**src/rtl/mmu_sel_scheduler.sv**
```systemverilog
// Round-robin scheduler for the MMU 5-way selector: registered one-hot select, one-cycle drive
// pulse, hold until the merged free returns, then a one-hot completion ack to the winner.
module mmu_sel_scheduler #(
   parameter int NUM_PORTS = 5,
   parameter int IDX_W     = 3,
   parameter int TIMEOUT   = 200,
   parameter int TO_W      = 8
) (
   input  logic                 clk,
   input  logic                 rstn,
   input  logic [NUM_PORTS-1:0] i_req,
   output logic [NUM_PORTS-1:0] o_gnt,
   output logic [NUM_PORTS-1:0] o_select,
   output logic                 o_drive,
   input  logic                 i_free,
   output logic [IDX_W-1:0]     o_grant_idx,
   output logic                 o_busy,
   output logic                 o_timeout_err,
   output logic                 o_proto_err,
   input  logic                 i_err_clr,
   output logic [1:0]           o_state
);

   typedef enum logic [1:0] {
      S_IDLE  = 2'd0,
      S_DRIVE = 2'd1,
      S_WAIT  = 2'd2
   } state_t;

   state_t               state_q;
   logic [IDX_W-1:0]     ptr_q, idx_q, win_idx, next_ptr;
   logic [TO_W-1:0]      timer_q;
   logic [NUM_PORTS-1:0] sel_q, gnt_q, eff_req;
   logic                 drive_q, busy_q, to_err_q, pe_err_q;
   logic                 win_found, to_set, pe_set;
   int                   cand;

   // The port being acked this cycle is masked so it cannot win again straight away.
   always_comb begin
      eff_req   = i_req & ~gnt_q;
      win_idx   = '0;
      win_found = 1'b0;
      cand      = 0;
      for (int i = 0; i < NUM_PORTS; i++) begin
         cand = (int'(ptr_q) + i) % NUM_PORTS;
         if (!win_found && eff_req[cand]) begin
            win_found = 1'b1;
            win_idx   = IDX_W'(cand);
         end
      end
   end

   always_comb begin
      next_ptr = (idx_q == IDX_W'(NUM_PORTS - 1)) ? '0 : idx_q + 1'b1;
      to_set   = (state_q == S_WAIT) && !i_free && (timer_q == TO_W'(TIMEOUT - 1));
      pe_set   = i_free && (state_q != S_WAIT);
   end

   always_ff @(posedge clk) begin
      if (!rstn) begin
         state_q  <= S_IDLE;
         ptr_q    <= '0;
         idx_q    <= '0;
         timer_q  <= '0;
         sel_q    <= '0;
         gnt_q    <= '0;
         drive_q  <= 1'b0;
         busy_q   <= 1'b0;
         to_err_q <= 1'b0;
         pe_err_q <= 1'b0;
      end else begin
         gnt_q    <= '0;
         // A set in the same cycle as a clear takes priority.
         to_err_q <= to_set | (to_err_q & ~i_err_clr);
         pe_err_q <= pe_set | (pe_err_q & ~i_err_clr);
         case (state_q)
            S_IDLE: begin
               if (win_found) begin
                  sel_q   <= NUM_PORTS'(1) << win_idx;
                  idx_q   <= win_idx;
                  drive_q <= 1'b1;
                  busy_q  <= 1'b1;
                  state_q <= S_DRIVE;
               end
            end
            S_DRIVE: begin
               drive_q <= 1'b0;
               timer_q <= '0;
               state_q <= S_WAIT;
            end
            S_WAIT: begin
               if (i_free) begin
                  gnt_q   <= sel_q;
                  sel_q   <= '0;
                  ptr_q   <= next_ptr;
                  busy_q  <= 1'b0;
                  state_q <= S_IDLE;
               end else if (to_set) begin
                  sel_q   <= '0;
                  ptr_q   <= next_ptr;
                  busy_q  <= 1'b0;
                  state_q <= S_IDLE;
               end else begin
                  timer_q <= timer_q + 1'b1;
               end
            end
            default: state_q <= S_IDLE;
         endcase
      end
   end

   assign o_gnt         = gnt_q;
   assign o_select      = sel_q;
   assign o_drive       = drive_q;
   assign o_grant_idx   = idx_q;
   assign o_busy        = busy_q;
   assign o_timeout_err = to_err_q;
   assign o_proto_err   = pe_err_q;
   assign o_state       = state_q;

endmodule

```
**config.mk**
```make
export PLATFORM = sky130hd
export DESIGN_NAME = mmu_sel_scheduler
export DESIGN_NICKNAME = d
export VERILOG_FILES = /design/src/rtl/mmu_sel_scheduler.sv
export SDC_FILE = /design/constraint.sdc
export NUM_CORES = 1
export LEC_CHECK = 0
export BUFFER_PORTS_ARGS = -buffer_cell sky130_fd_sc_hd__clkbuf_2
export CAP_MARGIN = 20
export CORE_ASPECT_RATIO = 1.4
export CORE_MARGIN = 8
export CORE_UTILIZATION = 49
export CTS_BUF_LIST = sky130_fd_sc_hd__clkbuf_4 sky130_fd_sc_hd__clkbuf_8
export CTS_CLUSTER_SIZE = 12
export DETAILED_ROUTE_END_ITERATION = 6
export GPL_ROUTABILITY_DRIVEN = 0
export PLACE_DENSITY_LB_ADDON = 0.3
export SLEW_MARGIN = 20
export SYNTH_ARGS = -nofsm -noshare
export SYNTH_HDL_FRONTEND = slang
export SYNTH_SLANG_ARGS = --single-unit
```
**constraint.sdc**
```tcl
create_clock -name clk -period 4.15 [get_ports clk]
set_input_delay 0.83 -clock clk [delete_from_list [all_inputs] [get_ports clk]]
set_output_delay 0.83 -clock clk [all_outputs]
set_load 0.05 [all_outputs]
```
# After elaboration in Yosys (flattened, before gate mapping)
# Index checks and enable logic that the tools add are counted.
[totals]
elab_cells = 111
reg_bits = 30
in_bits = 9
[classes]
add_sub_neg = 6
reduce_logical = 24
n_shift = 1
mux = 44
magnitude_cmp = 5
n_bitwise = 7
n_eq_ne = 9
n_div = 5
[op_table]
columns = ["operator", "count"]
rows = [
  ["less-than comparator 32 x 5 -> 1 bit, second input constant", 5],
  ["remainder unit 32 x 4 -> 32 bit, second input constant", 4],
  ["remainder unit 4 x 4 -> 32 bit, second input constant", 1],
  ["two-way mux 3 bit", 8],
  ["two-way mux 1 bit", 18],
  ["two-way mux 8 bit", 2],
  ["one-hot mux 8 bit (2 select lines)", 1],
  ["binary-select mux 1 bit (select 3 bit)", 5],
  ["two-way mux 5 bit", 3],
  ["one-hot mux 5 bit (2 select lines)", 1],
  ["AND reduction 3 bit", 3],
  ["adder 3 x 2 -> 4 bit, second input constant", 2],
  ["adder 8 x 1 -> 8 bit, second input constant", 1],
  ["== test 8 bit, second input constant", 1],
  ["inequality test 2 bit, second input constant", 4],
  ["AND reduction 2 bit", 4],
  ["nonzero test 2 bit", 4],
  ["logical AND 1 bit", 7],
  ["two-way mux 2 bit", 3],
  ["one-hot mux 2 bit (3 select lines)", 1],
  ["AND 5 bit", 1],
  ["zero test 1 bit", 5],
  ["NOT 5 bit", 1],
  ["<< shifter 1 x 3 -> 5 bit, first input constant", 1],
  ["12 further kinds", 15],
]

# Logic depth before layout (Yosys ltp)
# Gate-level depths: netlist of run 1.
[depth]
depth_word = 21
mapped_depth = 24

# Worst setup path before layout of run 1
# Ideal clock, no wire load.
[synth_path]
path_type = "reg-to-reg"
startpoint = "register ptr_q[1]"
endpoint = "register sel_q[1] (netlist: o_select[1])"
setup_time_ns = 0.117
synth_period_minus_slack_ns = 4.155
required_time_ns = 4.033
path_buffers = 3
arrival_ns = 4.039
slack_ns = -0.005
stages_incl_launch_ff = 22
path_cell_list = "dfxtp_1 -> clkbuf_1 -> inv_1 -> ha_1 -> inv_1 -> ha_1 -> buf_4 -> inv_1 -> ha_1 -> inv_1 -> ha_1 -> nor2b_1 -> o221ai_1 -> a32o_1 -> xnor2_2 -> or4b_1 -> o211ai_2 -> o31a_1 -> buf_6 -> nor2_2 -> and2_4 -> a22o_1"
[synth_between]
elab_chain_cells = 20
word_cells_on_any_way = 47
classes_between = "4 x add/sub; 5 x div; 1 x eq/ne; 1 x shift; 27 x mux; 9 x reduce/logical"
[synth_lines]
columns = ["item", "line_no", "rtl"]
rows = [
  ["from (decl)", "31", "logic [IDX_W-1:0] ptr_q, idx_q, win_idx, next_ptr;"],
  ["from (signal assigned)", "95", "ptr_q <= next_ptr;"],
  ["from (signal assigned)", "100", "ptr_q <= next_ptr;"],
  ["parallel branches: the longest is 20 deep, another holds remainder unit 32 x 4 -> 32 bit", "-", ""],
  ["to (signal assigned)", "79", "sel_q <= NUM_PORTS'(1) << win_idx;"],
  ["to (decl)", "33", "logic [NUM_PORTS-1:0] sel_q, gnt_q, eff_req;"],
]
# Parallel ways; which one is timed is not known. The select of a mux whose other input is x is not followed.
# A chain may end at the register's enable or synchronous reset.

# Final worst setup path of run 1
[layout_path]
startpoint = "register ptr_q[0]"
endpoint = "register sel_q[0] (netlist: o_select[0])"
# Same word-level chain as after synthesis.

==> results of run 1 <==
-- state kept, by name, summed over array words and instances (netlist names) --
| name | count |
|---|---|
| timer_q | 8 |
| o_drive | 1 |
| o_timeout_err | 1 |
| ptr_q | 3 |
| o_gnt | 5 |
| o_state | 2 |
| o_proto_err | 1 |
| o_select | 5 |
| o_grant_idx | 3 |
| o_busy | 1 |
-- layout by cell type, fill, tap and decap left out, types with 4 or more instances in the layout --
cell      instances
nand2_1          40
nor2_1           30
dfxtp_1          29
clkbuf_2         27
a21oi_1          18
ha_1             18
inv_1            15
nor2b_1          15
buf_4            12
mux2i_1          11
nand2b_1         10
nand3_1           9
nor3_1            9
and2_1            8
o21ai_0           8
xnor2_1           7
clkbuf_8          6
and3_1            5
xor2_1            5
a21o_1            4
o31ai_1           4
nand3b_1          4
-- kinds of logic (layout without fill, tap and decap cells) --
| logic type | after synthesis | after routing |
|---|---|---|
| AOI/OAI and AO/OA | 93 | 93 |
| and+or+nand+nor | 159 | 159 |
| adders and majority gates | 18 | 18 |
| DFF | 30 | 30 |
| xor gates and xnor gates | 13 | 13 |
| buffers and inverters | 33 | 64 |
| muxes | 16 | 16 |
-- area by class of cell --
class / instances / share of cell area [%]
repair buffers: 39 / 7.08
multi-input cells: 299 / 66.2
inverters: 17 / 2.08
flip-flops and latches: 30 / 18.9
clock inverters: 2 / 0.393
well taps: 70 / 2.75
clock buffers: 6 / 2.59
-- worst min-delay path, stage by stage (launching register included) --
cell     delay, ns
dfxtp_1       0.31
nand3_1       0.07
nand2_1       0.05
-- stage by stage --
stage / setup slack [ns] / cells / hold WS, ns
floorplan: 0.0366 / 362 / 0.471
global placement: 0.324 / 455 / 0.451
detailed placement: 0.241 / 455 / 0.462
CTS: 0.196 / 463 / 0.478
global route: 0.0806 / 463 / 0.513
finish: 0.273 / 463 / 0.469
-- how the worst min path moves through the flow --
stage	end	slack [ns]	startpoint
6_report	o_drive$_SDFFE_PN0P_	0.47	o_drive$_SDFFE_PN0P_
5_1_grt	o_gnt[2]$_SDFF_PN0_	0.51	o_select[2]$_SDFFE_PN0P_
4_1_cts	o_drive$_SDFFE_PN0P_	0.48	o_drive$_SDFFE_PN0P_
3_5_place_dp	o_select[4]$_SDFFE_PN0P_	0.46	o_select[4]$_SDFFE_PN0P_
3_3_place_gp	o_drive$_SDFFE_PN0P_	0.45	o_drive$_SDFFE_PN0P_
2_1_floorplan	timer_q[7]$_SDFFE_PN0P_	0.47	timer_q[7]$_SDFFE_PN0P_
-- report_power, final --
part           internal (mW)  switching, mW  total (mW)
registers              0.311         0.0221       0.333
logic                  0.155          0.283       0.438
clock network          0.133          0.115       0.248
total                  0.599          0.420        1.02
-- per-layer routing --
metal	part of all wire, %	vias to the layer above
met5	0	-
met2	53	68
met4	2.6	0
met1	41	1308
li1	-	1377
met3	2.9	15
-- Yosys cell counts, drive strengths merged, types with 6 or more instances --
library cell,number
nor2b,15
xnor2,8
a21oi,22
dfxtp,30
mux2i,11
buf,11
nor2,31
nand2b,10
ha,18
o21ai,11
nand3,9
nand2,40
and2,9
inv,17
nor3,10
and3,6
-- what timing repair did --
action | CTS | global route
gates resized for setup | 0 | 1
hold endpoints to repair | 0 | 0
setup endpoints to repair | 0 | 1
hold buffers | 0 | 0
==> results.txt, run 1 <==
* Result of the run: finished, final reports clean
* Share of final-layout standard cells stronger than drive strength 1: 19.3%
- After clock tree synthesis, the clock-pin slew on the worst setup and hold paths is 0.07 ns.
- The worst setup path is captured at a register.
- In this run, the number of DRC markers left after iteration 0 of detailed routing was 179.
* Routed Antenna Nets: 0
- Sorting the synthesized cells by area gives the leading types as dfxtp_1 21%, ha_1 7.8%, nand2_1 5.2%.
- Max stage delay on crit path: 0.40 ns
- The via count of the first global-routing pass was 2765.
* Utilization after layout: 55.1%
* Library cell with the largest summed area after synthesis: dfxtp_1
* Multi-input logic area: 2110 um^2
- Antenna diode count: 0
* Routed via count: 2768
- The count of pins over their slew limit was 0.
- On the final layout, the worst clock skew is 0.00474 ns.
- Endpoint of the lowest-slack register-to-register path: o_select[0]$_SDFFE_PN0P_
- After Yosys synthesis, and, or, nand and nor cells account for 30.3% of the synthesized area.
- The critical path contains buffers and inverters numbering 2 combined.
* Tcrit/Tclk final: 93.4%
- Number of DRC violations after detailed routing: 0
* Source-to-sink clock delay at the later pin of the worst-skew pair: 0.28 ns
* Number of warnings reported in the yosys synthesis log: 0
- Setup slack on the worst reg-to-reg path comes out at 0.27 ns.
- Layer carrying the most global-route usage: met2
- In this design, the critical path's most frequently occurring cell is ha_1.
* Ys async rst share: 0%
- The total area inside the core boundary comes to 5780 um^2.
- After detailed placement, the total cell area comes to 3090 um^2.
- Type of origin of the critical path: register
- Number of enable-type register cells in the synthesized netlist: 0
- Wires add up to 7520 um.
- Met3 global-route usage: 2.26%
- Unrepaired setup endpoints after global routing: no
* Routed wirelength normalized by instance count: 16.3 um
- In this run the deepest clock path goes through 2 buffers.
- Measured in cells, the most critical reg-to-reg path has a length of 15.
* Compound-Gate Fraction of Synth Area: 24.7%
- Termination of the worst setup path: o_select[0]$_SDFFE_PN0P_
- Number of standard-cell rows in the floorplan: 33
* Gate Count Post-Synth: 362
- Portion of netlist area occupied by mux cells: 5.88%
- Starting density of the core: 50.1%
* Total of buffers placed on input and output ports: 27
* Final Hold Fails: 0
* Average cell area after synthesis: 7.99 um^2
- Hold/Removal Path Class: reg -> reg
* Antenna violations before repair: 0
- Measured along the x axis, the die boundary spans 81.0 um.
- Clock Tree Root: clkbuf_8
- Final-layout fill cell count: 568
- TritonCTS built the clock tree.
- Summed over all layers, the global routing overflow is 0.
- Die outline area: 8660 um^2
- Met2 track demand over resource in global routing: 33.5%
- After synthesis, the largest family of logic cells by area is simple AND/OR/NAND/NOR gates.
* Die span in y: 107 um
- The first global-routing pass estimated 12600 um of wire.
* Finish-stage setup viols: 0
* Crit path required time: 4.32 ns
- Total of flip-flops plus latches after synthesis: 30
- In this design, the largest share of critical-path delay is due to multiplexers.
- The number of different library cells used by synthesis comes to 83.
* Series of cell instances along the critical path: inv_1 -> buf_4 -> ha_1 -> a21o_1 -> xnor2_1 -> ha_1 -> or3_1 -> o21ai_1 -> mux2_1 -> mux2_2 -> o22ai_1 -> nor3b_1 -> mux2i_1 -> nor2_1 -> a22o_1
- The tree built by TritonCTS fans out to 30 sinks.
- Counting every net in the synthesized netlist gives 389.
- In this run the worst setup path begins at ptr_q[0]$_SDFFE_PN0P_.
* Shortest period the worst path allows: 3.88 ns
- The tool flagged a number of max-cap violations equal to 0.
- In this run the static leakage power is 1.32 nW.
- Power density over the cells: 320 nW/um^2
- The first TritonRoute pass finished after 4 iterations.
* Master of the slowest instance on the critical path: or3_1
* Top-level I/O count: 28
- For this run, the top clock speed supported by timing is 0.258 GHz.
* Share of synthesized area occupied by flip-flops and latches: 20.8%
- After Yosys synthesis, XOR and XNOR cells account for 4.19% of the synthesized area.
* Arrival time of the worst setup path: 4.05 ns
- Total area of sequential cells: 602 um^2
- M1 GR Usage: 19.0%
* Number of cells on the worst hold path: 2
- The critical path crosses 15 cells after its start point.
- Detailed placement finished with a half-perimeter wire length of 5920 um.
- Layout area overhead: 9.99%
* Worst relative slew slack: 59.3%
- After clock tree synthesis, the setup repair step added 0 buffers.
- Global routing used 17.9% of the available tracks across all layers.
* Worst VDD drop: 0.000290 V
* Number of buffers inserted during clock tree synthesis: 5
* Overall power: 1.02 mW
* Top FF cell, synth: dfxtp_1
- After synthesis the cells add up to 2890 um^2.
- Average vias per placed instance: 5.98
- Entering global routing, the biggest net connects 22 pins.
- The worst register-to-register path begins at ptr_q[0]$_SDFFE_PN0P_.
- For the final routed database, the setup TNS stands at 0 ns.
- Synth Area in Adders: 7.78%
- The final layout contains 419 nets.
* Area share of the leading cell type in the synthesized netlist: 20.8%
* H-tree depth reported by CTS: 2
- Critical path type: reg -> reg
- At the pin with the least slew margin, the transition time is 0.609 ns.
- Maximum net fanout on the critical path: 21
* Post-route cell area: 3180 um^2
No activity file was read; power rests on OpenSTA's default activity.
==> run 2: changes to the inputs <==
CELL_PAD_IN_SITES_DETAIL_PLACEMENT = 0   (was unset)
CELL_PAD_IN_SITES_GLOBAL_PLACEMENT = 1   (was unset)
CORE_UTILIZATION = 42   (was 49)
CTS_CLUSTER_DIAMETER = 150   (was unset)
==> run 2 against run 1 <==
  * Combinational power grew 0.9%
  * Sequential power barely moved
  * Sequential share of layout area is 0.26 points lower
  * Sequential cell count stayed put
  * Clock power hardly changed
==> results.txt, run 2 (same netlist as run 1, synthesis figures left out) <==
- The flow ran to the end, and the final reports show no timing, DRC or antenna violations.
- TritonCTS built the clock tree.
- The count of nets left with antenna violations once routing finished came out at 0.
- The H-tree generated during clock tree synthesis spans 2 levels.
- In this run the critical register-to-register path is captured at o_select[3]$_SDFFE_PN0P_.
- The worst path needs 3.90 ns of the cycle, external delays included.
- Worst setup margin: 0.246 ns
- Layout area overhead: 11.3%
- Termination of the worst setup path: o_select[3]$_SDFFE_PN0P_
- Setup repair after global routing left no endpoint under its margin.
- Final Max Tran Viols: 0
* Total global routing overflow: 0
- Summing over every cut layer, the via total after detailed routing is 2736.
- Finish-stage setup viols: 0
- Routed wirelength normalized by instance count: 16.3 um
- In the final layout, the multi-input gates occupy 2110 um^2.
- Critical Path Sink Type: register
* Clock Tree Root: clkbuf_8
- Clock Sink Count: 30
* Startpoint of the worst setup timing path: ptr_q[0]$_SDFFE_PN0P_
* Crit path required time: 4.33 ns
* Antenna violations before repair: 0
* Leak pwr: 1.33 nW
* DP Worst Slack: 0.260 ns
* Most frequent cells in the layout: 40 x nand2_1, 30 x nor2_1, 30 x dfxtp_1
* Total of buffers placed on input and output ports: 27
- In this run the worst path has a maximum fanout of 6.
* Largest net degree at the start of global routing: 22
* Die width: 86.2 um
* Critical path type: reg -> reg
- Total area of sequential cells: 601 um^2
- 0 antenna diodes ended up in the layout.
* Placeable Area: 6800 um^2
- Arrival time of the worst setup path: 4.08 ns
* Register ranked first by flip-flop count: timer_q
* Number of cells on the worst hold path: 2
* HPWL after DPL: 6370 um
* Max-cap violations: 0
* Share of final-layout standard cells stronger than drive strength 1: 19.3%
- Overall routed net length: 7960 um
- Overall power: 1.02 mW
* Final Skew: 0.00727 ns
- Type of origin of the critical path: register
- Hold path startpoint: o_drive$_SDFFE_PN0P_
- In the final design database the tool counted 419 nets.
- Number of buffers inserted during clock tree synthesis: 5
* Max reg flops: 8
- Combined global-route utilization of all metal layers: 16.9%
- In the routed layout, each cell is associated on average with a via count of 5.61.
* Final Hold Fails: 0
* Maximum clock frequency: 0.256 GHz
- The number of cells on the worst reg-to-reg path is 14.
* Number of global-route vias before repair: 2775
- Clock-pin slew was measured on the worst setup and hold paths at 0.07 ns.
- Post-CTS setup-driven buffer insertion count: 0
* Number of DRC violations after detailed routing: 0
* Tcrit/Tclk final: 94.1%
* Pre-antenna DRT Iters: 4
- In this run the vertical extent of the chip is 114 um.
- The floorplan step defined a die boundary enclosing 9840 um^2.
- In this run, placement finished with an instance count of 480.
- The worst register-to-register path has a setup slack of 0.25 ns.
- Worst relative slew slack: 62.3%
- Hold-fix buffer count after cts: 0
- After filler insertion, the fill cell instance count of the layout stands at 708.
- The first routing iteration left 103 violations.
- In this run the critical register-to-register path is launched from ptr_q[0]$_SDFFE_PN0P_.
- First-pass GRT wire length: 13400 um
- Cell Count, Final, Fillers Out: 488
- For this configuration, the core starts out at a cell density of 42.5%.
- Worst VDD drop: 0.000331 V
- Power density over the cells: 318 nW/um^2
- Hold/Removal Path Class: reg -> reg
- Top-level I/O count: 28
* Final sum of negative setup slack: 0 ns
- Leading cell type in the layout, fill and taps excluded: nand2_1
* Worst slew pin tran: 0.565 ns
* Max Buffers Root-to-Sink: 2
- The number of gates resized after CTS was 0.
* Source-to-sink clock delay at the later pin of the worst-skew pair: 0.29 ns
- Number of standard-cell rows in the floorplan: 36
==> run 2: final cells by class <==
type	instances	area share (%)
tap	95	3.69
sequential	30	18.6
clock buffer	6	2.56
timing repair buffer	39	6.99
clock inverter	2	0.389
inverter	17	2.06
multi-input combinational	299	65.7
==> run 2: stage by stage <==
stage	hold WS [ns]	area [um^2]	utilization, %
floorplan	0.471	2900	-
global placement	0.448	3120	45.8
detailed placement	0.451	3120	45.8
CTS	0.465	3210	47.2
global route	0.505	3220	47.4
finish	0.457	3220	47.4
==> run 2: layer usage <==
| layer | part of all wire (%) | GRT usage, % | wire length (um) |
|---|---|---|---|
| met5 | 0 | 0 | 0 |
| met4 | 5.2 | 10.6 | 416 |
| met3 | 3.4 | 2.80 | 271 |
| met2 | 51 | 31.2 | 4030 |
| met1 | 41 | 17.1 | 3250 |
==> run 2: worst min-delay path by stage <==
stage	to	slack [ns]
detailed placement	o_drive$_SDFFE_PN0P_	0.45
finish	o_drive$_SDFFE_PN0P_	0.46
global placement	o_drive$_SDFFE_PN0P_	0.45
CTS	o_drive$_SDFFE_PN0P_	0.47
global route	o_drive$_SDFFE_PN0P_	0.50
floorplan	timer_q[7]$_SDFFE_PN0P_	0.47
==> run 2: report_power, final <==
group	internal [mW]	switching, mW	leakage (nW)	total (mW)
registers	0.310	0.0199	0.244	0.330
clock network	0.133	0.118	0.0472	0.251
logic	0.157	0.286	1.04	0.442
==> run 2: worst max-delay path: stages (launching register included) <==
cell	delay (ns)
dfxtp_1	0.37
inv_1	0.07
ha_1	0.37
inv_1	0.23
nand2_1	0.09
ha_1	0.30
and2b_1	0.19
o21ai_1	0.34
a22o_4	0.24
a21oi_1	0.07
nor4_2	0.41
o31a_1	0.23
mux2_1	0.33
a22o_1	0.27
a32o_1	0.26
==> run 3: changes to the inputs <==
CTS_CLUSTER_SIZE = unset   (was 12)
PLACE_DENSITY_LB_ADDON = 0.1   (was 0.3)
==> run 3 against run 2 <==
  * Sequential power about the same
  * Wire length down 0.55%
  * Clock power up 16%
  * Critical path depth up 1
  * Critical path type unchanged
  * Largest cell class unchanged
==> results.txt, run 3 (same netlist as run 1, synthesis figures left out) <==
* Total global routing overflow: 0
* Number of global-route vias before repair: 2808
- Worst VDD drop: 0.000332 V
* Routed Antenna Nets: 0
- Reg2reg start: ptr_q[1]$_SDFFE_PN0P_
- Measured against its own limit, the worst slew margin works out to 56.3%.
* Total of buffers placed on input and output ports: 27
* Max reg flops: 8
- The region available for standard cell placement spans 6800 um^2.
* Number of DRC violations after detailed routing: 0
* Critical path type: reg -> reg
- Arrival time of the worst setup path: 4.13 ns
- The cell sitting at the root of the clock tree is a clkbuf_8.
- Maximum net fanout on the critical path: 16
- The clock reaches the later pin of the worst-skew pair after 0.28 ns.
* Post-CTS setup-driven buffer insertion count: 0
- Final Max Tran Viols: 0
- The critical path starts at ptr_q[1]$_SDFFE_PN0P_.
- Share of final-layout standard cells stronger than drive strength 1: 19.7%
- Pre-antenna DRT Iters: 4
* Layout area overhead: 12.3%
- Across all layers, the routed design uses 2746 vias.
- Clock Pin Slew Worst Setup and Hold Paths: 0.07 ns
- HPWL after DPL: 6350 um
* Number of design-rule violations left by the first detailed-router iteration: 161
- Number of buffers inserted during clock tree synthesis: 5
* Clock Sink Count: 30
- Timing analysis after detailed placement gives a worst setup slack of 0.237 ns.
- Data on the critical path is required at its endpoint by 4.32 ns.
* Average vias per placed instance: 5.59
- Combined global-route utilization of all metal layers: 16.6%
- The library cell used most frequently in the layout, excluding fill and tap cells, is nand2_1.
- H-tree depth reported by CTS: 2
- Final sum of negative setup slack: 0 ns
- STA classifies the critical path startpoint as a register.
* Antenna diode count: 0
- Hold-fix buffer count after cts: 0
- Summed over all cells, the static leakage comes to 1.35 nW.
- Gates resized during post-CTS repair numbered 0.
- Clock tree from TritonCTS: done
- Shortest period the worst path allows: 3.95 ns
* Hold path startpoint: o_drive$_SDFFE_PN0P_
- From left edge to right edge, the die measures 86.2 um.
* Max Buffers Root-to-Sink: 2
- In this run the worst hold path is classified as reg -> reg.
* Final Skew: 0.00785 ns
- Largest net degree at the start of global routing: 21
* Top-level I/O count: 28
* Power density over the cells: 328 nW/um^2
- In the finished design, the share of the clock period the worst path needs comes to 95.2%.
* Critical Path Sink Type: register
- More flip-flops sit in one register than any other, and that register is timer_q.
- Setup slack on the critical path of the routed design comes to 0.198 ns.
- Unrepaired setup endpoints after global routing: no
* Overall routed net length: 7920 um
* Routed wirelength normalized by instance count: 16.1 um
* Worst slew pin tran: 0.654 ns
- The run finished with clean final reports.
* Max-cap violations: 0
- Derived from the worst setup path, the maximum achievable clock frequency is 0.253 GHz.
* Finish-stage setup viols: 0
* Most frequent cells in the layout: 40 x nand2_1, 30 x nor2_1, 30 x dfxtp_1
- Net count of the finished layout: 422
- The die covers 9840 um^2.
- Die span in y: 114 um
- First-pass GRT wire length: 13200 um
- Reg2Reg Setup Slack: 0.20 ns
- Starting density of the core: 42.5%
- The hold violation total from the final report was 0.
- The number of antenna violations at the first check in global routing came to 0.
- Number of standard-cell rows in the floorplan: 36
## run 3: changes by cell type in the layout (fill, tap and decap cells not counted), sizes merged
cell | before | now
clkinv | 1 | 2
bufinv | 0 | 1
clkbuf | 33 | 32
clkinvlp | 1 | 0
buf | 12 | 15
## run 3: final timing paths
path,end,cells after the start
hold reg to reg,o_drive$_SDFFE_PN0P_,2
setup reg to reg,o_select[1]$_SDFFE_PN0P_,15
setup / recovery,o_select[1]$_SDFFE_PN0P_,15
hold / removal,o_drive$_SDFFE_PN0P_,2
## run 3: layout make-up
cell class / count / area, um^2
fillers: 710 / 3550
multi-input cells: 299 / 2110
flip-flops and latches: 30 / 601
repair buffers: 42 / 248
well taps: 95 / 119
clock buffers: 5 / 68.8
inverters: 17 / 66.3
clock inverters: 3 / 40.0
## run 3: where the power goes
group	switching (mW)	internal, mW
logic	0.283	0.160
registers	0.0210	0.310
clock network	0.114	0.177
## run 3: layer usage
layer / GRT usage, % / wire length, um
met2: 31.8 / 4230
met4: 7.98 / 255
met3: 1.94 / 134
met1: 17.0 / 3300
met5: 0 / 0
## run 3: worst max-delay path, cell delays in order, from the launching register on
cell      delay, ns
dfxtp_1        0.31
buf_4          0.20
ha_1           0.26
xnor2_1        0.30
nand2_1        0.10
ha_1           0.29
and2b_1        0.18
o21ai_1        0.29
a22oi_2        0.18
nor4_1         0.30
o21ai_1        0.16
o311ai_1       0.55
o31a_1         0.25
nor2_2         0.06
and2_4         0.18
a22o_1         0.23
## run 3: through the flow
| stage | cells | util, % | total power [mW] | instance area (um^2) | hold WS, ns |
|---|---|---|---|---|---|
| floorplan | 362 | - | 0.679 | 2900 | 0.471 |
| global placement | 483 | 46.2 | 0.779 | 3140 | 0.454 |
| detailed placement | 483 | 46.2 | 0.780 | 3140 | 0.455 |
| CTS | 491 | 47.8 | 1.08 | 3250 | 0.466 |
| global route | 491 | 47.8 | 1.12 | 3250 | 0.502 |
| finish | 491 | 47.8 | 1.06 | 3250 | 0.468 |
